<file path="src/rtl/attn_value_engine_if.sv">
// Command, SRAM and status bundle of the attention value engine.
// slave = engine view, master = command issuer / SRAM owner view.
interface attn_value_engine_if #(
  parameter int DATA_W = 8
) ();
  logic              cmd_valid;
  logic              cmd_ready;
  logic [15:0]       length;
  logic [15:0]       head_dim;
  logic [15:0]       prob_base;
  logic [15:0]       v_base;
  logic [15:0]       v_stride;
  logic [15:0]       dst_base;
  logic [4:0]        out_shift;
  logic              sram_rd_en;
  logic [15:0]       sram_rd_addr;
  logic [DATA_W-1:0] sram_rd_data;
  logic              sram_wr_en;
  logic [15:0]       sram_wr_addr;
  logic [DATA_W-1:0] sram_wr_data;
  logic              busy;
  logic              done;
  logic              err;

  modport slave (
    input  cmd_valid, length, head_dim, prob_base, v_base, v_stride, dst_base, out_shift,
    input  sram_rd_data,
    output cmd_ready, sram_rd_en, sram_rd_addr, sram_wr_en, sram_wr_addr, sram_wr_data,
    output busy, done, err
  );

  modport master (
    output cmd_valid, length, head_dim, prob_base, v_base, v_stride, dst_base, out_shift,
    output sram_rd_data,
    input  cmd_ready, sram_rd_en, sram_rd_addr, sram_wr_en, sram_wr_addr, sram_wr_data,
    input  busy, done, err
  );
endinterface

</file>
<file path="src/rtl/attn_value_engine.sv">
// Attention context stage: out[d] = requant(sum_j p[j]*V[j][d]), one SRAM port each way.
// Optional macro ATTNV_SKIP_ZERO_EN skips V reads for zero probabilities.
//
// state    | meaning
// S_IDLE   | ready for a command
// S_LD_RD  | read p[j] from SRAM
// S_LD_LAT | capture p[j] into the local buffer
// S_V_RD   | read V[j][d] (or skip a zero p[j] when enabled)
// S_V_MAC  | acc += p[j]*V[j][d]
// S_WR     | write requantized out[d]
// S_DONE   | done pulse (err with it on reject)
module attn_value_engine #(
  parameter int DATA_W  = 8,
  parameter int MAX_LEN = 64,
  parameter int ACC_W   = 32
) (
  input logic                clk,
  input logic                rst_n,
  attn_value_engine_if.slave bus
);

  localparam int IDX_W = $clog2(MAX_LEN);
  localparam logic signed [ACC_W:0] QMAX = (ACC_W+1)'((1 << (DATA_W-1)) - 1);
  localparam logic signed [ACC_W:0] QMIN = -(ACC_W+1)'(1 << (DATA_W-1));

  typedef enum logic [2:0] {
    S_IDLE, S_LD_RD, S_LD_LAT, S_V_RD, S_V_MAC, S_WR, S_DONE
  } state_t;

  state_t                   state_q, state_d;
  logic [15:0]              j_q, j_d;
  logic [15:0]              d_q, d_d;
  logic [15:0]              row_ptr_q, row_ptr_d;
  logic signed [ACC_W-1:0]  acc_q, acc_d;
  logic [15:0]              len_q, len_d;
  logic [15:0]              hd_q, hd_d;
  logic [15:0]              pbase_q, pbase_d;
  logic [15:0]              vbase_q, vbase_d;
  logic [15:0]              vstride_q, vstride_d;
  logic [15:0]              dbase_q, dbase_d;
  logic [4:0]               shift_q, shift_d;
  logic                     err_q, err_d;

  logic signed [DATA_W-1:0] pbuf_q [MAX_LEN];
  logic                     pbuf_we;
  logic signed [DATA_W-1:0] pbuf_cur;

  logic                     rd_en, wr_en;
  logic [15:0]              rd_addr, wr_addr;
  logic [DATA_W-1:0]        wr_data;

  logic                     cmd_bad;
  logic                     last_j;
  logic signed [2*DATA_W-1:0] prod;
  logic signed [ACC_W-1:0]  prod_ext;
  logic signed [ACC_W:0]    rq_rnd, rq_sum, rq_shr;
  logic [DATA_W-1:0]        rq_val;

  assign pbuf_cur = pbuf_q[j_q[IDX_W-1:0]];
  assign last_j   = (j_q == len_q - 16'd1);
  assign cmd_bad  = (bus.length == 16'd0) || (bus.head_dim == 16'd0) ||
                    (bus.length > 16'(MAX_LEN));

  assign prod     = pbuf_cur * $signed(bus.sram_rd_data);
  assign prod_ext = {{(ACC_W-2*DATA_W){prod[2*DATA_W-1]}}, prod};

  // Round half up, then arithmetic shift; one extra bit keeps the rounding add from overflowing.
  always_comb begin
    rq_rnd = '0;
    if (shift_q != 5'd0) rq_rnd = (ACC_W+1)'(1) << (shift_q - 5'd1);
    rq_sum = {acc_q[ACC_W-1], acc_q} + rq_rnd;
    rq_shr = rq_sum >>> shift_q;
    if (rq_shr > QMAX)      rq_val = QMAX[DATA_W-1:0];
    else if (rq_shr < QMIN) rq_val = QMIN[DATA_W-1:0];
    else                    rq_val = rq_shr[DATA_W-1:0];
  end

  always_comb begin
    state_d   = state_q;
    j_d       = j_q;
    d_d       = d_q;
    row_ptr_d = row_ptr_q;
    acc_d     = acc_q;
    len_d     = len_q;
    hd_d      = hd_q;
    pbase_d   = pbase_q;
    vbase_d   = vbase_q;
    vstride_d = vstride_q;
    dbase_d   = dbase_q;
    shift_d   = shift_q;
    err_d     = err_q;
    pbuf_we   = 1'b0;
    rd_en     = 1'b0;
    rd_addr   = '0;
    wr_en     = 1'b0;
    wr_addr   = '0;
    wr_data   = '0;

    case (state_q)
      S_IDLE: begin
        if (bus.cmd_valid) begin
          len_d     = bus.length;
          hd_d      = bus.head_dim;
          pbase_d   = bus.prob_base;
          vbase_d   = bus.v_base;
          vstride_d = bus.v_stride;
          dbase_d   = bus.dst_base;
          shift_d   = bus.out_shift;
          j_d       = '0;
          d_d       = '0;
          row_ptr_d = '0;
          acc_d     = '0;
          err_d     = cmd_bad;
          state_d   = cmd_bad ? S_DONE : S_LD_RD;
        end
      end

      S_LD_RD: begin
        rd_en   = 1'b1;
        rd_addr = pbase_q + j_q;
        state_d = S_LD_LAT;
      end

      S_LD_LAT: begin
        pbuf_we = 1'b1;
        if (last_j) begin
          j_d       = '0;
          d_d       = '0;
          acc_d     = '0;
          row_ptr_d = vbase_q;
          state_d   = S_V_RD;
        end else begin
          j_d     = j_q + 16'd1;
          state_d = S_LD_RD;
        end
      end

      S_V_RD: begin
`ifdef ATTNV_SKIP_ZERO_EN
        // A zero weight contributes nothing, so step past it without touching SRAM.
        if (pbuf_cur == '0) begin
          if (last_j) begin
            state_d = S_WR;
          end else begin
            j_d       = j_q + 16'd1;
            row_ptr_d = row_ptr_q + vstride_q;
          end
        end else begin
          rd_en   = 1'b1;
          rd_addr = row_ptr_q + d_q;
          state_d = S_V_MAC;
        end
`else
        rd_en   = 1'b1;
        rd_addr = row_ptr_q + d_q;
        state_d = S_V_MAC;
`endif
      end

      S_V_MAC: begin
        acc_d = acc_q + prod_ext;
        if (last_j) begin
          state_d = S_WR;
        end else begin
          j_d       = j_q + 16'd1;
          row_ptr_d = row_ptr_q + vstride_q;
          state_d   = S_V_RD;
        end
      end

      S_WR: begin
        wr_en   = 1'b1;
        wr_addr = dbase_q + d_q;
        wr_data = rq_val;
        if (d_q == hd_q - 16'd1) begin
          state_d = S_DONE;
        end else begin
          d_d       = d_q + 16'd1;
          j_d       = '0;
          row_ptr_d = vbase_q;
          acc_d     = '0;
          state_d   = S_V_RD;
        end
      end

      S_DONE: state_d = S_IDLE;

      default: state_d = S_IDLE;
    endcase
  end

  always_ff @(posedge clk or negedge rst_n) begin
    if (!rst_n) begin
      state_q   <= S_IDLE;
      j_q       <= '0;
      d_q       <= '0;
      row_ptr_q <= '0;
      acc_q     <= '0;
      len_q     <= '0;
      hd_q      <= '0;
      pbase_q   <= '0;
      vbase_q   <= '0;
      vstride_q <= '0;
      dbase_q   <= '0;
      shift_q   <= '0;
      err_q     <= 1'b0;
    end else begin
      state_q   <= state_d;
      j_q       <= j_d;
      d_q       <= d_d;
      row_ptr_q <= row_ptr_d;
      acc_q     <= acc_d;
      len_q     <= len_d;
      hd_q      <= hd_d;
      pbase_q   <= pbase_d;
      vbase_q   <= vbase_d;
      vstride_q <= vstride_d;
      dbase_q   <= dbase_d;
      shift_q   <= shift_d;
      err_q     <= err_d;
    end
  end

  // Probability buffer holds no reset; its contents are rewritten before every use.
  always_ff @(posedge clk) begin
    if (pbuf_we) pbuf_q[j_q[IDX_W-1:0]] <= $signed(bus.sram_rd_data);
  end

  assign bus.cmd_ready    = (state_q == S_IDLE);
  assign bus.busy         = (state_q != S_IDLE);
  assign bus.done         = (state_q == S_DONE);
  assign bus.err          = (state_q == S_DONE) && err_q;
  assign bus.sram_rd_en   = rd_en;
  assign bus.sram_rd_addr = rd_addr;
  assign bus.sram_wr_en   = wr_en;
  assign bus.sram_wr_addr = wr_addr;
  assign bus.sram_wr_data = wr_data;

endmodule
</file>
<file path="src/flat_wrapper.sv">
// flat-port wrapper written by rule: the top's interface ports become plain ports
module attn_value_engine_flat 
#(
  parameter int DATA_W  = 8,
  parameter int MAX_LEN = 64,
  parameter int ACC_W   = 32
)
  (clk, rst_n, bus_cmd_valid, bus_length, bus_head_dim, bus_prob_base, bus_v_base, bus_v_stride, bus_dst_base, bus_out_shift, bus_sram_rd_data, bus_cmd_ready, bus_sram_rd_en, bus_sram_rd_addr, bus_sram_wr_en, bus_sram_wr_addr, bus_sram_wr_data, bus_busy, bus_done, bus_err);
  attn_value_engine_if #(.DATA_W(DATA_W)) bus_i ();
  input logic clk;
  input logic rst_n;
  input wire logic [$bits(bus_i.cmd_valid)-1:0] bus_cmd_valid;
  input wire logic [$bits(bus_i.length)-1:0] bus_length;
  input wire logic [$bits(bus_i.head_dim)-1:0] bus_head_dim;
  input wire logic [$bits(bus_i.prob_base)-1:0] bus_prob_base;
  input wire logic [$bits(bus_i.v_base)-1:0] bus_v_base;
  input wire logic [$bits(bus_i.v_stride)-1:0] bus_v_stride;
  input wire logic [$bits(bus_i.dst_base)-1:0] bus_dst_base;
  input wire logic [$bits(bus_i.out_shift)-1:0] bus_out_shift;
  input wire logic [$bits(bus_i.sram_rd_data)-1:0] bus_sram_rd_data;
  output wire logic [$bits(bus_i.cmd_ready)-1:0] bus_cmd_ready;
  output wire logic [$bits(bus_i.sram_rd_en)-1:0] bus_sram_rd_en;
  output wire logic [$bits(bus_i.sram_rd_addr)-1:0] bus_sram_rd_addr;
  output wire logic [$bits(bus_i.sram_wr_en)-1:0] bus_sram_wr_en;
  output wire logic [$bits(bus_i.sram_wr_addr)-1:0] bus_sram_wr_addr;
  output wire logic [$bits(bus_i.sram_wr_data)-1:0] bus_sram_wr_data;
  output wire logic [$bits(bus_i.busy)-1:0] bus_busy;
  output wire logic [$bits(bus_i.done)-1:0] bus_done;
  output wire logic [$bits(bus_i.err)-1:0] bus_err;
  assign bus_i.cmd_valid = bus_cmd_valid;
  assign bus_i.length = bus_length;
  assign bus_i.head_dim = bus_head_dim;
  assign bus_i.prob_base = bus_prob_base;
  assign bus_i.v_base = bus_v_base;
  assign bus_i.v_stride = bus_v_stride;
  assign bus_i.dst_base = bus_dst_base;
  assign bus_i.out_shift = bus_out_shift;
  assign bus_i.sram_rd_data = bus_sram_rd_data;
  assign bus_cmd_ready = bus_i.cmd_ready;
  assign bus_sram_rd_en = bus_i.sram_rd_en;
  assign bus_sram_rd_addr = bus_i.sram_rd_addr;
  assign bus_sram_wr_en = bus_i.sram_wr_en;
  assign bus_sram_wr_addr = bus_i.sram_wr_addr;
  assign bus_sram_wr_data = bus_i.sram_wr_data;
  assign bus_busy = bus_i.busy;
  assign bus_done = bus_i.done;
  assign bus_err = bus_i.err;
  attn_value_engine #(.DATA_W(DATA_W), .MAX_LEN(MAX_LEN), .ACC_W(ACC_W)) u_core (.clk(clk), .rst_n(rst_n), .bus(bus_i));
endmodule
</file>
<file path="config.mk">
export PLATFORM = sky130hd
export DESIGN_NAME = attn_value_engine_flat
export DESIGN_NICKNAME = d
export VERILOG_FILES = /design/src/rtl/attn_value_engine_if.sv /design/src/rtl/attn_value_engine.sv /design/src/flat_wrapper.sv
export SDC_FILE = /design/constraint.sdc
export NUM_CORES = 2
export LEC_CHECK = 0
export CAP_MARGIN = 20
export CORE_UTILIZATION = 44
export DETAILED_ROUTE_END_ITERATION = 8
export GPL_TIMING_DRIVEN = 1
export SLEW_MARGIN = 20
export SYNTH_ARGS = -nofsm -noshare
export SYNTH_HDL_FRONTEND = slang
export SYNTH_SLANG_ARGS = --single-unit
</file>
<file path="constraint.sdc">
create_clock -name clk -period 14.16 [get_ports clk]
set_clock_uncertainty 0.2 [all_clocks]
set_input_delay 2.832 -clock clk [delete_from_list [all_inputs] [get_ports clk]]
set_output_delay 2.832 -clock clk [all_outputs]
set_load 0.05 [all_outputs]
</file>
# == Word level (Yosys, flattened, before mapping) ==
# Memories as Yosys holds them, arrays and structs flattened.
# Cells that the tools add are included.
# totals
reg_bits,185
ramBits,512
n_memories,1
out_inout_bits,46
# memory_table
memory,depth,width,rd,rd_clocked_by_memory_dff,wr,line,source
u_core.pbuf_q,64,8,1,0,1,attn_value_engine.sv:44,logic signed [DATA_W-1:0] pbuf_q [MAX_LEN];
# classes
reduce_logical,16
mux,33
n_shift,2
multipliers,1
eq_ne,12
add_sub_neg,11
order_cmp,3
# ops
operator,count
16-bit two-way mux,10
16-bit one-hot mux with 4 select lines,2
32-bit one-hot mux with 4 select lines,1
32-bit two-way mux,3
16-bit adder,4
16-bit one-hot mux with 3 select lines,1
33-bit adder,1
33-bit by 8-bit greater-than comparator with 1-bit output (second input constant),1
33-bit by 8-bit < comparator with 1-bit output (second input constant),1
33-bit two-way mux,1
1-bit by 5-bit left shift with 33-bit output (first input constant),1
33-bit by 5-bit >>> shifter with 33-bit output,1
16-bit by 1-bit adder with 16-bit output (second input constant),2
32-bit by 16-bit adder with 32-bit output,1
16-bit equality test,2
16-bit zero test,2
16-bit one-hot mux with 2 select lines,1
16-bit by 1-bit subtractor with 16-bit output (second input constant),2
8-bit two-way mux,3
3-bit one-hot mux with 6 select lines,1
16-bit by 7-bit greater-than comparator with 1-bit output (second input constant),1
8-bit by 8-bit multiplier with 16-bit output,1
3-bit two-way mux,4
4-bit AND reduction,3
17 further kinds,28

# == Longest topological paths before layout ==
# logic_depth
ltp_word,9
mapped_depth,37
ltp_nobuf,32

# == Worst setup path before layout ==
# No wires, ideal clock.
# synth_timing
path_kind,input port to flip-flop
from,input bus_sram_rd_data[1]
to,register u_core.acc_q[30]
n_path_buf,0
cell_stages,20
required_time_ns,13.827
setup_time_ns,0.133
slack_ns,4.031
arrival_ns,9.796
cell_sequence,nor2b_1 -> fa_1 -> fa_1 -> inv_1 -> fa_1 -> inv_1 -> fa_1 -> ha_1 -> ha_1 -> a21oi_1 -> nor2b_1 -> or2_2 -> a21oi_1 -> nor2b_1 -> o41ai_1 -> o21ai_0 -> a2111o_1 -> a31oi_1 -> xor2_1 -> o21ai_0
# synth_via
elab_chain_len,3
# synth_rtl
item,line,source
start: declaration,flat_wrapper.sv:20,input wire logic [$bits(bus_i.sram_rd_data)-1:0] bus_sram_rd_data;
8-bit by 8-bit multiplier with 16-bit output,attn_value_engine.sv:64,assign prod = pbuf_cur * $signed(bus.sram_rd_data);
32-bit by 16-bit adder with 32-bit output,attn_value_engine.sv:161,acc_d = acc_q + prod_ext;
32-bit one-hot mux with 4 select lines,attn_value_engine.sv:99,case (state_q)
end signal: assignment,attn_value_engine.sv:198,acc_q <= '0;
end signal: assignment,attn_value_engine.sv:212,acc_q <= acc_d;
end: declaration,attn_value_engine.sv:34,"logic signed [ACC_W-1:0] acc_q, acc_d;"
# Every way passes these cells.
# A chain may end at the register's enable or synchronous reset.

# == Worst setup path after layout ==
# layout_timing
from,register u_core.shift_q[3]
to,output bus_sram_wr_data[0]
# layout_via
elab_chain_len,9
# layout_rtl
item,line,source
start: declaration,attn_value_engine.sv:41,"logic [4:0] shift_q, shift_d;"
start signal: assignment,attn_value_engine.sv:219,shift_q <= shift_d;
5-bit by 1-bit subtractor with 5-bit output,attn_value_engine.sv:70,if (shift_q != 5'd0) rq_rnd = (ACC_W+1)'(1) << (shift_q - 5'd1);
1-bit by 5-bit left shift with 33-bit output,attn_value_engine.sv:70,
33-bit two-way mux,attn_value_engine.sv:70,
33-bit adder,attn_value_engine.sv:71,"rq_sum = {acc_q[ACC_W-1], acc_q} + rq_rnd;"
33-bit by 5-bit >>> shifter with 33-bit output (*),attn_value_engine.sv:72,rq_shr = rq_sum >>> shift_q;
33-bit by 8-bit < comparator with 1-bit output,attn_value_engine.sv:74,else if (rq_shr < QMIN) rq_val = QMIN[DATA_W-1:0];
8-bit two-way mux,attn_value_engine.sv:74,
8-bit two-way mux (*),attn_value_engine.sv:73,if (rq_shr > QMAX) rq_val = QMAX[DATA_W-1:0];
8-bit two-way mux (*),attn_value_engine.sv:99,
end: declaration,flat_wrapper.sv:26,output wire logic [$bits(bus_i.sram_wr_data)-1:0] bus_sram_wr_data;
# Every way passes the cells marked *; elsewhere a longest branch is shown, timed or not.

==> run summary <==
In the routed design, unresolved DRC markers number 0. The worst setup path is captured at an output port. Yosys mapped the design onto 111 distinct sky130hd cell types. The critical path data arrival time was 8.51 ns.

Traced cell by cell, the critical path runs through clkinv_1 -> nor2_1 -> nand2_1 -> nor2_1 -> ha_1 -> and2_0 -> nand2_4 -> a2111o_1 -> a21oi_1 -> nor2_1 -> mux2i_1 -> o21ai_0 -> a31oi_1 -> a211oi_1 -> a31oi_1 -> nor4_1 -> a31oi_1 -> a31oi_1 -> clkdlybuf4s50_1. For this run, the leading register cell type out of synthesis is sky130_fd_sc_hd__edfxtp_1. The run gives 0 as the number of hold-repair buffers added at the cts stage. For the multi-input logic area, the log shows 19500 sq um. Clock root buffer: sky130_fd_sc_hd__clkbuf_16. The logs give 0 for the hold violation total from the final report and 30100 for the overall via count from detail_route.

The logs give 94200 sq um for the die area and 0 for the number of antenna violations at the first check in global routing. Yosys mapped a number of flops with a built-in enable equal to 512. The horizontal die dimension came out at 307 microns. The cell class contributing the biggest share of worst-path delay was compound AO/OA/AOI/OAI gates. After clock tree synthesis, the clock-pin slew on the worst setup and hold paths is 0.06 ns. The synthesized netlist occupies a cell area of 40900 sq um.

The highest fanout seen on the critical path was 22. Setup repair after global routing left no endpoint under its margin. The final layout contains routed wiring with a total length of 123000 microns. Number of filler cells placed in the layout: 8260. The detail-routed via count per cell is 6.03, and the I/O pin total is 158. The final clock period utilization by the worst path was 0.815. The cell that appears most often on the critical path is sky130_fd_sc_hd__a31oi_1. Yosys printed 0 warnings. The detailed router used layers up to and including met4. The fraction of the yosys area taken by sequential cells is 0.489. Number of cells in the design after placement: 4854. The flow ran to the end, and the final reports show no timing, DRC or antenna violations. The first TritonRoute pass finished after 6 iterations. The largest individual stage delay along the critical path comes from the cell sky130_fd_sc_hd__clkdlybuf4s50_1. Sorting the synthesized cells by area gives the leading types as sky130_fd_sc_hd__edfxtp_1 38%, sky130_fd_sc_hd__dfrtp_1 11%, sky130_fd_sc_hd__fa_1 6.9%, sky130_fd_sc_hd__ha_1 5.1%, sky130_fd_sc_hd__a22oi_1 3.1%. Most common cell after layout, fill and taps aside: sky130_fd_sc_hd__edfxtp_1. The run gives 0 as the number of buffers inserted by post-CTS setup repair.

The total of buffers placed on input and output ports was 157. The tools report the detailed router's first-iteration violation count as 2610. The worst setup path is of the flop to output port kind.

The count of pins over their slew limit is 0. Residual overflow from global routing: 0. Row generation in the floorplan step produced 111 rows. The effective utilization at floorplan was 0.445.

The number of CTS-inserted buffers is 75, and the total global-route track usage is 0.260. Excluding fillers, the count of instances in the completed layout stands at 4991. The height of the die works out to 307 microns. The run gives 11.13 ns as the required arrival time at the worst endpoint. The logs give 73 for the largest net degree at the start of global routing and 0.64 ns for the insertion delay of the later-clocked pin in the worst-skew pair. TritonCTS built the clock tree.

At the pin with the least slew margin, the transition time is 1.01 ns. The end-of-flow core utilization is 0.502, and the area of all sequential standard cells is 20000 sq um. The run gives 53900 microns as the total routed wire length on the met1 layer. Setup violations remaining at the end of the flow were counted as 0. The number of flip-flops and latches in the synthesized netlist was 697. The library cells used most frequently in the layout, excluding fill and tap cells, are 512 x sky130_fd_sc_hd__edfxtp_1, 269 x sky130_fd_sc_hd__nor2_1, 262 x sky130_fd_sc_hd__nand2_1, 185 x sky130_fd_sc_hd__dfrtp_1, 173 x sky130_fd_sc_hd__inv_1. Wire length on met3: 7670 microns. On the worst path, the slowest cell contributes a delay of 0.83 ns. The H-tree was split into 3 levels. The detail route stage leaves a number of antenna-violating nets equal to 0. The share of Yosys cell area claimed by the top area cell type was 0.376; the average detailed-routed wire length per instance was 24.7 microns. The HPWL reported at the end of detailed placement is 85600 microns, and the growth of design area from synthesis to finish is 12.8%. The total area inside the core boundary comes to 91900 sq um. The run gives 0 as the count of cells resized by post-cts repair. Library cell with the largest summed area after synthesis: sky130_fd_sc_hd__edfxtp_1. Counting every net in the synthesized netlist gives 4014. The tools report the number of violations of the max-capacitance limit as 0. The run gives 58500 microns as the wire length on met2.

The tools report the via count of the first global-routing pass as 29400. The number of standard cells after synthesis was 3595; the achievable frequency was 86.6 MHz. Counting along the longest clock path gives a buffer depth of 3. For the global-route wire length before repair, the log shows 187000 microns.

For the worst max-slew margin expressed relative to the limit, the log shows 0.323. Class of the worst hold path: flop to flop. The critical path launch point type is a flop. For this design, the sink count on the clock tree is 697. Critical path buffer and inverter count: 2. For the final routed database, the setup TNS stands at 0 ns. The congestion estimate from routability-driven global placement came to 0.940. The net count of the finished layout is 4107.

The async set or reset register ratio after synthesis is 0.265, and the fraction of layout cells with a size suffix above 1 is 0.0956. The post-route minimum period is 11.54 ns, and the synthesized area per cell is 11.4 sq um.
Yosys cell counts, types with 16 or more instances:
cell / count
sky130_fd_sc_hd__a211oi_1: 35
sky130_fd_sc_hd__a21o_1: 42
sky130_fd_sc_hd__a21oi_1: 156
sky130_fd_sc_hd__a221oi_1: 57
sky130_fd_sc_hd__a22o_1: 66
sky130_fd_sc_hd__a22oi_1: 167
sky130_fd_sc_hd__a31oi_1: 82
sky130_fd_sc_hd__and2_1: 31
sky130_fd_sc_hd__and3_1: 37
sky130_fd_sc_hd__buf_1: 35
sky130_fd_sc_hd__buf_2: 18
sky130_fd_sc_hd__clkbuf_1: 137
sky130_fd_sc_hd__dfrtp_1: 185
sky130_fd_sc_hd__edfxtp_1: 512
sky130_fd_sc_hd__fa_1: 141
sky130_fd_sc_hd__ha_1: 166
sky130_fd_sc_hd__inv_1: 173
sky130_fd_sc_hd__mux2_2: 94
sky130_fd_sc_hd__mux2i_1: 24
sky130_fd_sc_hd__nand2_1: 262
sky130_fd_sc_hd__nand2b_1: 21
sky130_fd_sc_hd__nand3_1: 63
sky130_fd_sc_hd__nand4_1: 49
sky130_fd_sc_hd__nor2_1: 270
sky130_fd_sc_hd__nor2b_1: 25
sky130_fd_sc_hd__nor3_1: 54
sky130_fd_sc_hd__nor4_1: 29
sky130_fd_sc_hd__o211ai_1: 23
sky130_fd_sc_hd__o21ai_0: 138
sky130_fd_sc_hd__o21ai_1: 16
sky130_fd_sc_hd__o21bai_1: 31
sky130_fd_sc_hd__o31ai_1: 18
sky130_fd_sc_hd__or3_1: 24
sky130_fd_sc_hd__or4_1: 17
sky130_fd_sc_hd__xnor2_1: 105
sky130_fd_sc_hd__xor2_1: 52
layer usage:
layer | up-vias | global-route usage
li1 | 13800 | -
met1 | 15000 | 0.362
met2 | 1079 | 0.426
met3 | 187 | 0.0361
met4 | 0 | 0.0684
met5 | - | 0
worst reg2reg max path: cells and delay by family, from the launching register on:
family	cells	cell delay [ns]
compound gates	14	3.52
fa+ha+maj	6	2.95
simple gates	4	1.68
buf+inv	3	0.76
flops	1	0.75
xor+xnor	1	0.16
stage by stage:
stage / instance area (sq um) / setup slack [ns] / hold slack (ns)
after global placement: 43700 / 3.51 / 0.293
after floorplan: 40900 / 4.03 / 0.278
after CTS: 46100 / 2.84 / 0.314
after global routing: 46100 / 2.04 / 0.328
after detailed placement: 43700 / 3.49 / 0.300
final: 46100 / 2.62 / 0.313
worst paths after layout:
| check | slack (ns) | cells past startpoint | start | to |
|---|---|---|---|---|
| hold reg to reg | 0.31 | 1 | u_core.dbase_q[12]$_DFFE_PN0P_ | u_core.dbase_q[12]$_DFFE_PN0P_ |
| hold / removal | 0.31 | 1 | u_core.dbase_q[12]$_DFFE_PN0P_ | u_core.dbase_q[12]$_DFFE_PN0P_ |
| min in group asynchronous | 1.95 | 1 | rst_n | u_core.vstride_q[7]$_DFFE_PN0P_ |
| setup / recovery | 2.62 | 19 | u_core.shift_q[3]$_DFFE_PN0P_ | bus_sram_wr_data[0] |
| max in group asynchronous | 9.67 | 3 | rst_n | u_core.acc_q[24]$_DFFE_PN0P_ |
| setup reg to reg | 4.01 | 28 | u_core.j_q[1]$_DFFE_PN0P_ | u_core.acc_q[30]$_DFFE_PN0P_ |
flip-flops by register name, indices dropped and copies added, names as in the netlist:
register          flops
u_core.j_q           16
u_core.hd_q          16
u_core.acc_q         32
u_core.row_ptr_q     16
u_core.dbase_q       16
u_core.shift_q        5
u_core.pbuf_q       512
u_core.state_q        3
u_core.d_q           16
u_core.vstride_q     16
u_core.len_q         16
u_core.pbase_q       16
u_core.vbase_q       16
u_core.err_q          1
final cells by class:
type                       count  share of cell area
sequential                   697               0.434
tap                         1243              0.0337
clock buffer                  82              0.0421
inverter                     176              0.0143
timing repair buffer         208              0.0418
multi-input combinational   2530               0.424
clock inverter                52              0.0107
antenna                        3            0.000163
logic make-up after synthesis:
kind of cell	count (synthesis)	synth area share
compound gates	992	0.175
xor+xnor	157	0.0336
fa+ha+maj	307	0.120
buf+inv	368	0.0346
flops	697	0.489
mux	124	0.0348
other cells	1	0.0000917
simple gates	949	0.113
Power is not shown: default switching activity piles up to over one toggle a cycle in this logic, so the estimate is an artifact.
